File: src/rtl/float_to_linear.sv
// Sequential decoder from the 8-bit S/E/F float code to a DW-bit two's-complement linear value.
// The significand is shifted left one bit per cycle for E cycles, then the sign is applied once.
module float_to_linear #(
    parameter int DW = 12
) (
    input  logic                 clk,
    input  logic                 rst,
    input  logic                 in_valid,
    output logic                 in_ready,
    input  logic                 S,
    input  logic [2:0]           E,
    input  logic [3:0]           F,
    output logic                 out_valid,
    input  logic                 out_ready,
    output logic signed [DW-1:0] D,
    output logic                 busy
);

    typedef enum logic [1:0] {
        IDLE  = 2'd0,
        SHIFT = 2'd1,
        SIGN  = 2'd2,
        OUT   = 2'd3
    } state_t;

    state_t      state;
    state_t      state_nxt;
    logic [10:0] mag;
    logic [2:0]  cnt;
    logic        sign;

    // Magnitude never exceeds 1920, so negation of the zero-extended value cannot overflow.
    function automatic logic signed [DW-1:0] apply_sign(input logic neg, input logic [10:0] m);
        logic signed [DW-1:0] ext;
        ext = signed'({{(DW-11){1'b0}}, m});
        return neg ? -ext : ext;
    endfunction

    always_comb begin
        state_nxt = state;
        case (state)
            IDLE:    if (in_valid) state_nxt = (E != 3'd0) ? SHIFT : SIGN;
            SHIFT:   if (cnt == 3'd1) state_nxt = SIGN;
            SIGN:    state_nxt = OUT;
            OUT:     if (out_ready) state_nxt = IDLE;
            default: state_nxt = IDLE;
        endcase
    end

    assign in_ready  = (state == IDLE);
    assign busy      = (state != IDLE);
    assign out_valid = (state == OUT);

    always_ff @(posedge clk) begin
        if (rst) begin
            state <= IDLE;
            mag   <= '0;
            cnt   <= '0;
            sign  <= 1'b0;
            D     <= '0;
        end else begin
            state <= state_nxt;
            case (state)
                IDLE: begin
                    if (in_valid) begin
                        sign <= S;
                        mag  <= {7'd0, F};
                        cnt  <= E;
                    end
                end
                SHIFT: begin
                    mag <= mag << 1;
                    cnt <= cnt - 3'd1;
                end
                SIGN:    D <= apply_sign(sign, mag);
                default: ;
            endcase
        end
    end

endmodule

File: config.mk
export PLATFORM = sky130hd
export DESIGN_NAME = float_to_linear
export DESIGN_NICKNAME = d
export VERILOG_FILES = /design/src/rtl/float_to_linear.sv
export SDC_FILE = /design/constraint.sdc
export NUM_CORES = 1
export LEC_CHECK = 0
export ABC_AREA = 1
export BUFFER_PORTS_ARGS = -buffer_cell sky130_fd_sc_hd__buf_2
export CAP_MARGIN = 5
export CORE_UTILIZATION = 55
export CTS_CLUSTER_DIAMETER = 80
export CTS_CLUSTER_SIZE = 28
export DETAILED_ROUTE_END_ITERATION = 10
export GPL_TIMING_DRIVEN = 1
export PLACE_DENSITY = 0.88
export SLEW_MARGIN = 20
export SYNTH_ARGS = -nofsm -noshare
export SYNTH_HDL_FRONTEND = slang
export SYNTH_SLANG_ARGS = --single-unit
File: constraint.sdc
create_clock -name clk -period 1.4 [get_ports clk]
set_input_delay 0.28 -clock clk [delete_from_list [all_inputs] [get_ports clk]]
set_output_delay 0.28 -clock clk [all_outputs]
set_load 0.02 [all_outputs]
==> impl_results.md <==
* Nets at between 200 and 300
* Max frequency at 710 MHz
* DR vias/cell at 5.33
* Final setup viols at 1
* Core area at 2730 um2
* Clock sinks at 29
* Multi-input logic area at 850 um2
* Max-cap viol count at 0
* Crit path DAT at 1130 ps
* Tcrit/Tclk final at 1.01
* Yosys warns at 0
* Post-layout power at 3940 uW
* Fin cells at roughly 290
* Critical Path Max Stage Delay at 340 ps
* Worst skew pair latency at about 330 ps
* Crit path kind: reg2out
* H-tree depth at 2
* Post-detailed-route count of antenna-violating nets at 0
* Synth Cell Area at 1570 um2
* Outcome: complete, but fails checks
* Wire per inst at 12.0 um
* Post-synthesis net count at 244
* Hold violation count in the final report at 0
* ANT cells at 0
* Seq cells post-synth at 29
* Area grow syn2layout at 21.9%
* Startpoint types: flip-flop
* Max-slew violation count at 0
* Wire length on met2 at 1690 um
* Met3 WL at 223 um
* Critical-path top delay cell: dfxtp_2
* Largest net degree at the start of global routing at 23
* Initial core utilization at 0.576
* Overall routed net length at 3500 um
* Num CTS Buffers at 5
* Final HPWL from detailed placement at 2470 um
* 1st-iter DRT viols at 52
* GRT Residual Overflow at 0
* # rows at 19
* Final Instance Area at 1920 um2
* Total I/O pin count at 27
* Synth cell types at 27
* Remaining DRCs at 0
* Pwr dens at 2050 nW/um2
* Die Span Y at about 55 um
* Gpl congestion at 0.879
* Worst-case clock buffer depth at 2
* Critical path required time at 1120 ps
* Syn avg cell area at 7.03 um2
* Worst Hold Class: in2reg
* Port bufs at 26
* Chip width at between 50 and 60 um
* Placed inst area at 1760 um2
* Register area share after synthesis at 0.369
* Failing checks: setup timing
* Final worst slack at -7.69 ps
* First-pass iteration count of the detailed router at 4
* Root Buffer: clkbuf_4
* Via count at 1556
* GRT Total Usage at 0.244
* CP max FO at 3
* Worst-path clk slew at 90 ps
* Highest routed layer: met4
* Worst slew margin at 0.757
* Layout cell share with drive strength beyond 1 at 0.280
* Syn Inst Count at ~220
* Register area at between 500 and 600 um2
* Max Clock Skew at around 6.3 ps
* CTS tree: done
* Critical-path cell list: buf_4 -> ha_2 -> buf_6
* Global-route wire length before repair at 5820 um
* Tightest Pin Transition at around 360 ps
* Fill count at 236
* Die footprint at 3080 um2
* Min cycle time layout at 1410 ps
* Maximum vdd drop at 1.60 mV
* Antenna violations before repair at 0
* RSZ-0062 raised after global routing: yes
* Via count of the first global-routing pass at approximately 1400
* Met1 WL at 1550 um
* Placed insts at 281
* Crit end category: primary output
* Lkg Pwr at 0.000882 uW
## routing by layer
layer / global-route usage / up-vias
met2: 0.410 / 61
met3: 0.0726 / 5
met5: 0 / -
met4: 0.0821 / 0
met1: 0.296 / 693
li1: - / 797
## repair_timing
item                                    CTS  global route
setup buffers                             1             2
gates resized for setup                   9            14
hold buffers                              0             0
endpoints found under the setup margin    4            20
pin swaps                                 0             3
## path summary, 6_finish.rpt
check             slack (ps)  cells past startpoint                   to             startpoint
setup / recovery          -8                      3            out_valid  state[0]$_SDFFE_PP0P_
hold / removal           200                      3  mag[0]$_SDFFE_PP0P_                   F[0]
hold reg to reg          480                      2  mag[0]$_SDFFE_PP0P_    mag[0]$_SDFFE_PP0P_
setup reg to reg           0                      7  mag[8]$_SDFFE_PP0P_  state[1]$_SDFFE_PP0P_
## synthesized netlist by cell type
master	number	area share
buf_4	1	0.0048
dfxtp_1	29	0.37
clkbuf_2	2	0.0064
o21ai_1	3	0.0095
xnor2_1	1	0.0056
o211ai_1	2	0.0095
buf_6	3	0.021
clkbuf_1	2	0.0048
nand2_2	3	0.012
ha_1	8	0.064
nand4_1	4	0.016
nand3_1	18	0.057
a21oi_1	17	0.054
o21ai_2	2	0.011
inv_2	4	0.0095
a211oi_2	1	0.0079
a31oi_1	4	0.016
nand2_1	42	0.10
nor2_1	27	0.064
nor3_2	1	0.0064
nor2_4	1	0.0072
xor2_1	1	0.0056
inv_1	25	0.060
nor2_2	1	0.0040
o21ai_0	18	0.057
buf_2	2	0.0064
a21oi_2	2	0.011
## cells by family (layout without fill, tap and decap cells)
| family | Yosys count | in the layout | share of synthesized area |
|---|---|---|---|
| xor gates and xnor gates | 2 | 2 | 0.0111 |
| adders and majority gates | 8 | 8 | 0.0636 |
| buffers and inverters | 39 | 76 | 0.113 |
| DFF | 29 | 29 | 0.369 |
| and+or+nand+nor | 97 | 97 | 0.267 |
| AOI/OAI and AO/OA | 49 | 49 | 0.176 |
## report_power, final
| group | total, uW | switching, uW | internal (uW) | leakage [uW] |
|---|---|---|---|---|
| clock network | 592 | 301 | 291 | 0.0000413 |
| logic | 2090 | 1240 | 846 | 0.000602 |
| registers | 1250 | 174 | 1080 | 0.000239 |
## critical path, delay by kind of cell, from the launching register on
family / cells / cell delay, ps
adders and majority gates: 1 / 190
buffers and inverters: 2 / 270
DFF: 1 / 340
## sequential cells by signal, indices dropped and copies added, names as in the netlist
register,count
D,12
cnt,3
mag,11
sign,1
state,2
## layout by cell type (no fill, tap or decap)
master,synthesis,layout
inv_2,4,5
buf_4,1,12
o21ai_1,3,4
ha_2,0,2
xor2_1,1,1
o21ai_4,0,1
o21ai_0,18,17
a31oi_1,4,4
a21oi_2,2,2
clkbuf_4,0,5
dfxtp_2,0,3
nand4_1,4,4
inv_1,25,22
nand2_1,42,42
ha_1,8,5
nand3_1,18,18
ha_4,0,1
buf_12,0,1
nor3_4,0,1
o21ai_2,2,1
a211oi_2,1,1
clkbuf_8,0,2
xnor2_1,1,1
o211ai_1,2,2
nor2_2,1,2
a21oi_1,17,17
buf_6,3,3
clkinv_2,0,1
buf_2,2,23
nor2_1,27,26
inv_4,0,2
nor2_4,1,1
nand2_2,3,3
dfxtp_1,29,25
dfxtp_4,0,1
## layout make-up
class                   instances  area share
multi-input cells             156       0.443
flip-flops and latches         29       0.306
repair buffers                 39       0.135
inverters                      29      0.0593
clock buffers                   7      0.0339
well taps                      31      0.0202
clock inverters                 1     0.00261
## stage by stage
step	hold WS (ps)	setup TNS, ps	worst slack, ps	util
2_1_floorplan	414	0	14.3	-
3_3_place_gp	453	0	59.3	0.645
3_5_place_dp	464	-31.1	-18.5	0.645
4_1_cts	200	0	0.263	0.682
5_1_grt	190	-702	-66.1	0.702
6_report	204	-7.69	-7.69	0.702
(Power assumes the default switching activity.)
